<file path="config.mk">
export PLATFORM = sky130hd
export DESIGN_NAME = rename_unit_flat
export DESIGN_NICKNAME = d
export VERILOG_FILES = /design/src/rtl/rename_unit_if.sv /design/src/rtl/rename_unit.sv /design/src/flat_wrapper.sv
export SDC_FILE = /design/constraint.sdc
export NUM_CORES = 2
export LEC_CHECK = 0
export BUFFER_PORTS_ARGS = -buffer_cell sky130_fd_sc_hd__buf_4
export CAP_MARGIN = 20
export CORE_ASPECT_RATIO = 1.75
export CORE_MARGIN = 10
export CORE_UTILIZATION = 25
export DETAILED_ROUTE_END_ITERATION = 8
export PLACE_DENSITY = 0.48
export SLEW_MARGIN = 30
export SYNTH_ARGS = -nofsm -noshare
export SYNTH_HDL_FRONTEND = slang
export SYNTH_SLANG_ARGS = --single-unit
</file>
<file path="constraint.sdc">
create_clock -name clk -period 28.5 [get_ports clk]
set_input_delay 0 -clock clk [delete_from_list [all_inputs] [get_ports clk]]
set_output_delay 0 -clock clk [all_outputs]
set_load 0.05 [all_outputs]
</file>
<file path="src/rtl/rename_unit_if.sv">
// Rename stage bundle types and the decode/dispatch/commit interface.
// uop fields rs1/rs2/rd are wide enough for physical indices.
package rename_pkg;
  localparam int LOG_DEPTH = 32;
  localparam int PHY_DEPTH = 128;
  localparam int LOG_W = $clog2(LOG_DEPTH);
  localparam int PHY_W = $clog2(PHY_DEPTH);

  typedef struct packed {
    logic [15:0]      imm;
    logic [5:0]       op;
    logic             rs1_valid;
    logic [PHY_W-1:0] rs1;
    logic             rs2_valid;
    logic [PHY_W-1:0] rs2;
    logic             rd_valid;
    logic [PHY_W-1:0] rd;
  } uop_t;
endpackage

interface rename_if;
  import rename_pkg::*;

  logic             in_valid;
  logic             in_ready;
  uop_t             uop_in;
  logic             out_valid;
  logic             out_ready;
  uop_t             uop_out;
  logic [PHY_W-1:0] out_old_prd;
  logic             commit_valid;
  logic [LOG_W-1:0] commit_rd;
  logic [PHY_W-1:0] commit_prd;
  logic [PHY_W-1:0] commit_old_prd;
  logic             flush;
  logic [PHY_W:0]   num_free;
  logic             full;

  modport master (
    output in_valid, uop_in, out_ready,
    output commit_valid, commit_rd,
    output commit_prd, commit_old_prd, flush,
    input  in_ready, out_valid, uop_out,
    input  out_old_prd, num_free, full
  );

  modport slave (
    input  in_valid, uop_in, out_ready,
    input  commit_valid, commit_rd,
    input  commit_prd, commit_old_prd, flush,
    output in_ready, out_valid, uop_out,
    output out_old_prd, num_free, full
  );
endinterface

</file>
<file path="src/rtl/rename_unit.sv">
// Register rename: speculative/committed maps, free bit-vector,
// commit-side release and single-cycle flush recovery.
module rename_unit
  import rename_pkg::*;
#(
  parameter int LOG_RF_DEPTH = LOG_DEPTH,
  parameter int PHY_RF_DEPTH = PHY_DEPTH
) (
  input logic    clk,
  input logic    rst,
  rename_if.slave io
);
  localparam int LW = $clog2(LOG_RF_DEPTH);
  localparam int PW = $clog2(PHY_RF_DEPTH);

  logic [LOG_RF_DEPTH-1:0][PW-1:0] spec_map;
  logic [LOG_RF_DEPTH-1:0][PW-1:0] spec_map_n;
  logic [LOG_RF_DEPTH-1:0][PW-1:0] commit_map;
  logic [LOG_RF_DEPTH-1:0][PW-1:0] commit_map_n;
  logic [PHY_RF_DEPTH-1:0] free_vec;
  logic [PHY_RF_DEPTH-1:0] free_n;
  logic [PHY_RF_DEPTH-1:0] commit_used;
  logic [PHY_RF_DEPTH-1:0] commit_used_n;

  logic          out_valid;
  uop_t          uop_out;
  uop_t          uop_n;
  logic [PW-1:0] old_prd;
  logic [PW-1:0] old_n;
  logic [PW-1:0] prd;
  logic [PW:0]   num_free;

  logic          fire;
  logic          alloc;
  logic          commit_en;
  logic [LW-1:0] rs1;
  logic [LW-1:0] rs2;
  logic [LW-1:0] rd;

  assign rs1 = io.uop_in.rs1[LW-1:0];
  assign rs2 = io.uop_in.rs2[LW-1:0];
  assign rd  = io.uop_in.rd[LW-1:0];

  assign io.in_ready = !rst
                     && (!out_valid || io.out_ready)
                     && !io.flush
                     && !io.full;

  assign fire  = io.in_valid && io.in_ready;
  assign alloc = fire && io.uop_in.rd_valid
               && rd != '0;
  assign commit_en = io.commit_valid
                   && io.commit_rd != '0;

  // lowest free register; bit 0 is never free
  always_comb begin
    prd = '0;
    for (int i = PHY_RF_DEPTH - 1; i > 0; i--)
      if (free_vec[i]) prd = PW'(i);
  end

  always_comb begin
    num_free = '0;
    for (int i = 0; i < PHY_RF_DEPTH; i++)
      num_free = num_free + (PW+1)'(free_vec[i]);
  end

  assign io.num_free = num_free;
  assign io.full     = num_free == '0;

  always_comb begin
    uop_n = io.uop_in;
    uop_n.rs1 = '0;
    uop_n.rs2 = '0;
    if (io.uop_in.rs1_valid && rs1 != '0)
      uop_n.rs1 = spec_map[rs1];
    if (io.uop_in.rs2_valid && rs2 != '0)
      uop_n.rs2 = spec_map[rs2];
    uop_n.rd = alloc ? prd : '0;
    old_n = alloc ? spec_map[rd] : '0;
  end

  // flush sees the committed state including a same-cycle commit
  always_comb begin
    commit_map_n  = commit_map;
    commit_used_n = commit_used;
    free_n        = free_vec;
    spec_map_n    = spec_map;
    if (commit_en) begin
      commit_map_n[io.commit_rd]      = io.commit_prd;
      commit_used_n[io.commit_prd]    = 1'b1;
      commit_used_n[io.commit_old_prd] = 1'b0;
      free_n[io.commit_old_prd]       = 1'b1;
    end
    if (alloc) begin
      free_n[prd]    = 1'b0;
      spec_map_n[rd] = prd;
    end
    if (io.flush) begin
      spec_map_n = commit_map_n;
      free_n     = ~commit_used_n;
    end
    free_n[0] = 1'b0;
  end

  always_ff @(posedge clk or posedge rst) begin
    if (rst) begin
      for (int i = 0; i < LOG_RF_DEPTH; i++) begin
        spec_map[i]   <= PW'(i);
        commit_map[i] <= PW'(i);
      end
      for (int i = 0; i < PHY_RF_DEPTH; i++) begin
        free_vec[i]    <= (i >= LOG_RF_DEPTH);
        commit_used[i] <= (i < LOG_RF_DEPTH);
      end
    end else begin
      spec_map    <= spec_map_n;
      commit_map  <= commit_map_n;
      free_vec    <= free_n;
      commit_used <= commit_used_n;
    end
  end

  always_ff @(posedge clk or posedge rst) begin
    if (rst) begin
      out_valid <= 1'b0;
      uop_out   <= '0;
      old_prd   <= '0;
    end else if (io.flush) begin
      out_valid <= 1'b0;
    end else if (fire) begin
      out_valid <= 1'b1;
      uop_out   <= uop_n;
      old_prd   <= old_n;
    end else if (io.out_ready) begin
      out_valid <= 1'b0;
    end
  end

  assign io.out_valid   = out_valid;
  assign io.uop_out     = uop_out;
  assign io.out_old_prd = old_prd;
endmodule

</file>
<file path="src/flat_wrapper.sv">
// flat-port wrapper written by rule: the top's interface ports become plain ports
module rename_unit_flat import rename_pkg::*;
#(
  parameter int LOG_RF_DEPTH = LOG_DEPTH,
  parameter int PHY_RF_DEPTH = PHY_DEPTH
)
  (clk, rst, io_in_valid, io_uop_in, io_out_ready, io_commit_valid, io_commit_rd, io_commit_prd, io_commit_old_prd, io_flush, io_in_ready, io_out_valid, io_uop_out, io_out_old_prd, io_num_free, io_full);
  rename_if io_i ();
  input logic clk;
  input logic rst;
  input wire logic [$bits(io_i.in_valid)-1:0] io_in_valid;
  input wire logic [$bits(io_i.uop_in)-1:0] io_uop_in;
  input wire logic [$bits(io_i.out_ready)-1:0] io_out_ready;
  input wire logic [$bits(io_i.commit_valid)-1:0] io_commit_valid;
  input wire logic [$bits(io_i.commit_rd)-1:0] io_commit_rd;
  input wire logic [$bits(io_i.commit_prd)-1:0] io_commit_prd;
  input wire logic [$bits(io_i.commit_old_prd)-1:0] io_commit_old_prd;
  input wire logic [$bits(io_i.flush)-1:0] io_flush;
  output wire logic [$bits(io_i.in_ready)-1:0] io_in_ready;
  output wire logic [$bits(io_i.out_valid)-1:0] io_out_valid;
  output wire logic [$bits(io_i.uop_out)-1:0] io_uop_out;
  output wire logic [$bits(io_i.out_old_prd)-1:0] io_out_old_prd;
  output wire logic [$bits(io_i.num_free)-1:0] io_num_free;
  output wire logic [$bits(io_i.full)-1:0] io_full;
  assign io_i.in_valid = io_in_valid;
  assign io_i.uop_in = io_uop_in;
  assign io_i.out_ready = io_out_ready;
  assign io_i.commit_valid = io_commit_valid;
  assign io_i.commit_rd = io_commit_rd;
  assign io_i.commit_prd = io_commit_prd;
  assign io_i.commit_old_prd = io_commit_old_prd;
  assign io_i.flush = io_flush;
  assign io_in_ready = io_i.in_ready;
  assign io_out_valid = io_i.out_valid;
  assign io_uop_out = io_i.uop_out;
  assign io_out_old_prd = io_i.out_old_prd;
  assign io_num_free = io_i.num_free;
  assign io_full = io_i.full;
  rename_unit #(.LOG_RF_DEPTH(LOG_RF_DEPTH), .PHY_RF_DEPTH(PHY_RF_DEPTH)) u_core (.clk(clk), .rst(rst), .io(io_i));
endmodule
</file>
**Yosys cells after proc, flatten, opt, wreduce, memory -nomap -nowiden**

Cells that the tools add are included.

- Muxes and demuxes: 159
- Reduce and logical (&&, ||, !) cells: 27
- Add/sub/neg operators: 126
- Order comparisons: 12
- Bitwise logic cells: 8

Operators with widths:

| cell | count |
|---|---|
| $add 8x1->8 | 125 |
| $mux 7 | 136 |
| $mux 224 | 3 |
| $mux 128 | 4 |
| $bwmux 224 | 2 |
| $not 128->128 | 3 |
| $and 128x128->128 | 2 |
| $or 128x128->128 | 2 |
| $bmux 7 s5 | 3 |
| $demux 7 s5 | 2 |
| $lt 5x6->1 const B | 4 |
| $lt 7x8->1 const B | 3 |
| $demux 1 s7 | 3 |
| $ge 7x1->1 const B | 3 |
| $reduce_bool 5->1 | 4 |
| $logic_and 1x1->1 | 14 |
| $ge 5x1->1 const B | 2 |
| $logic_not 8->1 | 1 |
| $mux 1 | 6 |
| $logic_not 1->1 | 4 |
| $reduce_bool 3->1 | 1 |
| $add 1x1->2 | 1 |
| $reduce_and 2->1 | 1 |
| $reduce_bool 2->1 | 1 |
| 2 further kinds | 2 |

- Flip-flop bits (word level): 757
- Output and inout bits: 64
- Bits of input ports: 71

**Logic depth before layout (Yosys ltp)**

- Word-level depth: 135
- Gate-level depth with buffers: 30
- Depth with buffers taken out: 27

**Worst setup path after synthesis**

Ideal clock, no wire load.

- Path kind: register to register
- From: register u_core.free_vec[81]
- To: register u_core.spec_map[103] (netlist name)
- Period minus slack after synthesis: 9.247 ns
- Required time: 28.374 ns
- Cell stages (with the launch flop): 28
- Path slack: 19.253 ns
- Data arrival time: 9.121 ns
- Path through: dfstp_2 > fa_1 > fa_1 > inv_1 > fa_1 > fa_1 > inv_1 > fa_1 > inv_1 > fa_1 > inv_1 > fa_1 > fa_1 > inv_1 > fa_1 > fa_1 > inv_1 > ha_1 > inv_1 > fa_1 > nand2b_1 > a21oi_1 > o311ai_1 > nor2_1 > a21oi_4 > buf_2 > a41oi_1 > a221o_1

RTL lines:

| element | RTL line | RTL |
|---|---|---|
| start: declaration | rename_unit.sv:20 | `logic [PHY_RF_DEPTH-1:0] free_vec;` |
| start signal: indexed assignment | rename_unit.sv:113 | `free_vec[i] <= (i >= LOG_RF_DEPTH);` |
| start signal: assignment | rename_unit.sv:119 | `free_vec <= free_n;` |
| $add 8x1->8 (47 in a row) | rename_unit.sv:65 | `num_free = num_free + (PW+1)'(free_vec[i]);` |
| named net io_num_free[6] | flat_wrapper.sv:23 | `output wire logic [$bits(io_i.num_free)-1:0] io_num_free;` |
| $logic_not 8->1 | rename_unit.sv:69 | `assign io.full = num_free == '0;` |
| $logic_not 1->1 | rename_unit.sv:47 | `&& !io.full;` |
| $logic_and 1x1->1 | rename_unit.sv:47 |  |
| named net io_in_ready | flat_wrapper.sv:19 | `output wire logic [$bits(io_i.in_ready)-1:0] io_in_ready;` |
| $logic_and 1x1->1 | rename_unit.sv:49 | `assign fire = io.in_valid && io.in_ready;` |
| $logic_and 1x1->1 | rename_unit.sv:50 | `assign alloc = fire && io.uop_in.rd_valid` |
| $logic_and 1x1->1 | rename_unit.sv:51 | `&& rd != '0;` |
| $reduce_bool 2->1 (no line) | -- |  |
| end signal: indexed assignment | rename_unit.sv:109 | `spec_map[i] <= PW'(i);` |
| end signal: assignment | rename_unit.sv:117 | `spec_map <= spec_map_n;` |
| end: declaration | rename_unit.sv:16 | `logic [LOG_RF_DEPTH-1:0][PW-1:0] spec_map;` |

The timed path passes the listed nets, and every way through them passes these cells. The select of a mux whose other input is x is not followed.
A chain may end at the register's enable or synchronous reset.

**Final worst setup path**

- From: register u_core.free_vec[53]
- To: register u_core.spec_map[161] (netlist name)

- Longest elaborated chain between the ends: 82

RTL lines:

| element | RTL line |
|---|---|
| $add 8x1->8 (75 in a row) | rename_unit.sv:65 |
| $logic_not 8->1 | rename_unit.sv:69 |
| $logic_not 1->1 | rename_unit.sv:47 |
| $logic_and 1x1->1 | rename_unit.sv:47 |
| $logic_and 1x1->1 | rename_unit.sv:49 |
| $logic_and 1x1->1 | rename_unit.sv:50 |
| $logic_and 1x1->1 | rename_unit.sv:51 |
| $reduce_bool 2->1 (no line) | -- |

Several ways; a longest one is shown, not always the timed one. The select of a mux whose other input is x is not followed.

==> flow_summary.html <==
<table>
<tr><th>Metric</th><th>Value</th></tr>
<tr><th colspan="2">Drt</th></tr>
<tr><td>Post-route DRC</td><td>0</td></tr>
<tr><td>Routed len/inst</td><td>a little over 30 um</td></tr>
<tr><td>Number of search-and-repair iterations in the first detailed-routing pass</td><td>5</td></tr>
<tr><td>Total via count in the routed design</td><td>33,800</td></tr>
<tr><td>Post-detailed-routing wire length</td><td>roughly 190,000 um</td></tr>
<tr><td>Count of nets left with antenna violations after detail routing</td><td>0</td></tr>
<tr><td>First-iteration detailed-routing DRC count</td><td>2,815</td></tr>
<tr><td>Via count normalized by instance count</td><td>approximately 5.5</td></tr>
<tr><th colspan="2">STA</th></tr>
<tr><td>Hold violation total from the final report</td><td>0</td></tr>
<tr><td>Total count of max-transition violations in the final report</td><td>0</td></tr>
<tr><td>Relative slew slack</td><td>0.264</td></tr>
<tr><td>Setup repair after global routing missed its margin</td><td>false</td></tr>
<tr><td>Transition time at the pin with the least slew margin</td><td>between 1 and 1.5 ns</td></tr>
<tr><td>Fin Clk Skew</td><td>just under 0.05 ns</td></tr>
<tr><td>Minimum clock period</td><td>~10 ns</td></tr>
<tr><td>Portion of the clock cycle consumed by the worst path in the final layout</td><td>0.359</td></tr>
<tr><td>Count of endpoints failing setup in the final report</td><td>0</td></tr>
<tr><td>Upper clock frequency limit</td><td>~100 MHz</td></tr>
<tr><td>Total negative setup slack</td><td>0 ns</td></tr>
<tr><td>Min Hold Slack</td><td>0.0533 ns</td></tr>
<tr><th colspan="2">Setup path</th></tr>
<tr><td>Classification of the worst setup path</td><td>reg2reg</td></tr>
<tr><td>Family with the most delay on the worst path</td><td>adder cells</td></tr>
<tr><td>Terminus of the critical flop-to-flop path</td><td>u_core.spec_map[161]</td></tr>
<tr><td>Critical Path Source Type</td><td>flip-flop</td></tr>
<tr><td>Slowest CP cell</td><td>sky130_fd_sc_hd__a21oi_4</td></tr>
<tr><td>Launch instance of the worst register-to-register path</td><td>u_core.free_vec[53]</td></tr>
<tr><td>Cell repeated most along the worst path</td><td>sky130_fd_sc_hd__fa_1</td></tr>
<tr><td>Start point of the critical path</td><td>u_core.free_vec[53]</td></tr>
<tr><td>Required time worst endpoint</td><td>around 29 ns</td></tr>
<tr><td>Largest stage delay on the critical path</td><td>0.76 ns</td></tr>
<tr><td>Crit path max fanout</td><td>26</td></tr>
<tr><td>Number of stages on the worst setup path</td><td>29</td></tr>
<tr><td>Count of cells along the worst register-to-register path</td><td>29</td></tr>
<tr><td>Endpoint of the worst setup timing path</td><td>u_core.spec_map[161]</td></tr>
<tr><td>FF-to-FF setup slack</td><td>18.26 ns</td></tr>
<tr><td>Critical Path Sink Type</td><td>flip-flop</td></tr>
<tr><td>CP arrival</td><td>between 10 and 15 ns</td></tr>
<tr><td>CP bufs+invs</td><td>9</td></tr>
<tr><th colspan="2">Logic synthesis</th></tr>
<tr><td>Synth top area share</td><td>0.273</td></tr>
<tr><td>Number of synthesized register bits</td><td>around 760</td></tr>
<tr><td>Number of warning messages in the yosys log</td><td>0</td></tr>
<tr><td>Post-synth EDFFs</td><td>0</td></tr>
<tr><td>Mean post-synth cell area</td><td>between 10 and 15 um^2</td></tr>
<tr><td>Fraction of synthesis flops using an asynchronous set or reset pin</td><td>1.00</td></tr>
<tr><td>Leading post-synthesis cells by cell area</td><td>sky130_fd_sc_hd__dfrtp_1 27%, sky130_fd_sc_hd__dfstp_2 18%, sky130_fd_sc_hd__mux4_2 8.7%</td></tr>
<tr><td>Post-Synthesis Net Count</td><td>~4,000</td></tr>
<tr><td>Post-synth design cell area</td><td>43,000 um^2</td></tr>
<tr><td>Most frequently used flop master after synthesis</td><td>sky130_fd_sc_hd__dfrtp_1</td></tr>
<tr><td>Count leader, synth</td><td>sky130_fd_sc_hd__dfrtp_1</td></tr>
<tr><td>Sequential fraction of the synthesis area</td><td>0.448</td></tr>
<tr><td>Commonest cells in the synthesized netlist</td><td>469 x sky130_fd_sc_hd__dfrtp_1, 370 x sky130_fd_sc_hd__a21oi_1, 287 x sky130_fd_sc_hd__dfstp_2, 259 x sky130_fd_sc_hd__mux2_2, 216 x sky130_fd_sc_hd__clkbuf_1</td></tr>
<tr><td>Cells after synthesis</td><td>around 3,800</td></tr>
<tr><td>Number of distinct library cell variants in the gate-level netlist after synthesis</td><td>91</td></tr>
<tr><td>Top cell type by total area after synthesis</td><td>sky130_fd_sc_hd__dfrtp_1</td></tr>
<tr><th colspan="2">Placement</th></tr>
<tr><td>Post-detailed-placement half-perimeter wirelength</td><td>~130,000 um</td></tr>
<tr><td>Gpl congestion</td><td>approximately 0.99</td></tr>
<tr><td>Placed inst area</td><td>46,500 um^2</td></tr>
<tr><td>IO buf count</td><td>roughly 130</td></tr>
<tr><td>Count of placed standard cells including taps</td><td>between 5,000 and 6,000</td></tr>
<tr><th colspan="2">Die</th></tr>
<tr><td>Core Rows</td><td>~200</td></tr>
<tr><td>Die outline width</td><td>around 330 um</td></tr>
<tr><td>Placeable Area</td><td>between 150,000 and 200,000 um^2</td></tr>
<tr><td>Effective utilization at floorplan</td><td>0.251</td></tr>
<tr><td>Area of the die</td><td>about 190,000 um^2</td></tr>
<tr><td>Number of top-level pins</td><td>roughly 140</td></tr>
<tr><td>Vertical extent of the die</td><td>~570 um</td></tr>
<tr><th colspan="2">GRT</th></tr>
<tr><td>Wire length of the first global-routing pass</td><td>267,000 um</td></tr>
<tr><td>Global router's overall resource usage</td><td>0.192</td></tr>
<tr><td>Total global routing overflow</td><td>0</td></tr>
<tr><td>Number of global-route vias before repair</td><td>about 35,000</td></tr>
<tr><td>Maximum number of pins on one net before global-route repair</td><td>around 180</td></tr>
<tr><td>Antenna violations before repair</td><td>8</td></tr>
<tr><th colspan="2">Clocking</th></tr>
<tr><td>Clock latency on the worst-skew pair</td><td>approximately 0.72 ns</td></tr>
<tr><td>Cts hold-fix bufs</td><td>53</td></tr>
<tr><td>Buffer depth of the longest clock path</td><td>3</td></tr>
<tr><td>Number of setup buffers added after CTS</td><td>0</td></tr>
<tr><td>Clock root buffer</td><td>sky130_fd_sc_hd__clkbuf_16</td></tr>
<tr><td>Num Clock Sinks</td><td>~760</td></tr>
<tr><td>Cts bufs inserted</td><td>80</td></tr>
<tr><td>Number of gates resized after cts</td><td>0</td></tr>
<tr><td>Clock slew seen by the registers of the worst setup and hold paths</td><td>roughly 0.07 ns</td></tr>
<tr><td>H-tree levels</td><td>3</td></tr>
<tr><td>Clock tree from TritonCTS</td><td>done</td></tr>
<tr><th colspan="2">Cells and area</th></tr>
<tr><td>Area growth from synthesis to layout</td><td>16.1%</td></tr>
<tr><td>Non-Filler Instances</td><td>about 6,100</td></tr>
<tr><td>Fin nets</td><td>around 4,000</td></tr>
<tr><td>Proportion of layout cells with a drive suffix above 1</td><td>0.303</td></tr>
<tr><td>Final instance area</td><td>50,000 um^2</td></tr>
<tr><th colspan="2">Run</th></tr>
<tr><td>Number of max-capacitance violations reported</td><td>0</td></tr>
<tr><th colspan="2">Min path</th></tr>
<tr><td>Worst min-delay path class</td><td>in2reg</td></tr>
<tr><th colspan="2">Outcome</th></tr>
<tr><td>Run status</td><td>finished, final reports clean</td></tr>
</table>
[worst min path at each step]
| stage | startpoint | endpoint | slack (ns) | depth (start not counted) |
|---|---|---|---|---|
| 4_1_cts | io_commit_prd[2] | u_core.commit_map[37] | 0.01 | 2 |
| 3_3_place_gp | rst | u_core.io.out_valid | 0.19 | 2 |
| 6_report | io_uop_in[45] | u_core.io.uop_out[45] | 0.05 | 3 |
| 5_1_grt | io_uop_in[29] | u_core.io.uop_out[29] | 0.06 | 3 |
| 2_1_floorplan | io_uop_in[30] | u_core.io.uop_out[30] | 0.15 | 1 |
| 3_5_place_dp | rst | u_core.io.out_valid | 0.20 | 2 |
[through the flow]
stage / utilization / setup slack, ns
6_report: 0.292 / 18.26
2_1_floorplan: - / 7.76
5_1_grt: 0.292 / 17.87
4_1_cts: 0.291 / 18.16
3_5_place_dp: 0.272 / 18.18
3_3_place_gp: 0.271 / 18.18
[cell usage in the layout (no fill, tap or decap), types with 19 or more instances in the layout]
| master | instances |
|---|---|
| sky130_fd_sc_hd__a31oi_1 | 55 |
| sky130_fd_sc_hd__dfrtp_1 | 469 |
| sky130_fd_sc_hd__a22o_1 | 21 |
| sky130_fd_sc_hd__o31ai_1 | 31 |
| sky130_fd_sc_hd__inv_1 | 176 |
| sky130_fd_sc_hd__mux4_2 | 167 |
| sky130_fd_sc_hd__a21o_1 | 156 |
| sky130_fd_sc_hd__nor4_1 | 38 |
| sky130_fd_sc_hd__and2_1 | 80 |
| sky130_fd_sc_hd__o211ai_1 | 39 |
| sky130_fd_sc_hd__o22ai_1 | 26 |
| sky130_fd_sc_hd__nor2_1 | 186 |
| sky130_fd_sc_hd__a211oi_1 | 146 |
| sky130_fd_sc_hd__nand3_1 | 19 |
| sky130_fd_sc_hd__o21ai_0 | 58 |
| sky130_fd_sc_hd__nand2b_1 | 31 |
| sky130_fd_sc_hd__fa_1 | 114 |
| sky130_fd_sc_hd__clkbuf_16 | 82 |
| sky130_fd_sc_hd__ha_1 | 27 |
| sky130_fd_sc_hd__nor3_2 | 24 |
| sky130_fd_sc_hd__dlygate4sd3_1 | 54 |
| sky130_fd_sc_hd__mux2i_1 | 41 |
| sky130_fd_sc_hd__buf_4 | 203 |
| sky130_fd_sc_hd__dfstp_2 | 287 |
| sky130_fd_sc_hd__nand2_1 | 188 |
| sky130_fd_sc_hd__a221o_1 | 148 |
| sky130_fd_sc_hd__mux2_2 | 259 |
| sky130_fd_sc_hd__nor3_1 | 41 |
| sky130_fd_sc_hd__a21oi_1 | 370 |
[flip-flops by register name, summed over array words and instances, names as in the netlist]
name                   count
u_core.commit_used       127
u_core.free_vec          127
u_core.io.uop_out         46
u_core.commit_map        224
u_core.io.out_valid        1
u_core.io.out_old_prd      7
u_core.spec_map          224
[final cells by class]
class,count,area (um^2)
Fill cell,17600,121000
Multi-Input combinational cell,2529,22200
Sequential cell,756,19300
Tap cell,2233,2790
Clock buffer,113,2340
Timing Repair Buffer,267,2210
Inverter,178,676
Clock inverter,35,489
Antenna cell,1,2.50
[cell families (layout without fill, tap and decap cells)]
group	Yosys count	count (layout)	share of synthesized area
compound gates	1186	1186	0.195
flops	756	756	0.448
simple gates	732	732	0.0870
buf+inv	472	593	0.0436
mux	467	467	0.165
fa+ha+maj	141	141	0.0609
xor+xnor	3	3	0.000611
other cells	0	1	0
[routing by layer]
layer	global-route usage	part of all wire	up-vias
li1	-	-	14300
met1	0.194	0.34	17500
met2	0.342	0.51	1358
met3	0.0325	0.054	562
met4	0.166	0.10	8
met5	0	0.00032	-
[tightest hold or removal path, cell delays in order]
cell and delay [ns]:
sky130_fd_sc_hd__dlygate4sd3_1 0.52, sky130_fd_sc_hd__buf_4 0.10, sky130_fd_sc_hd__mux2_2 0.12
Power is left out: the tool's default activity adds up to more than one toggle a clock period on the data nets, which glitch-free logic cannot reach.
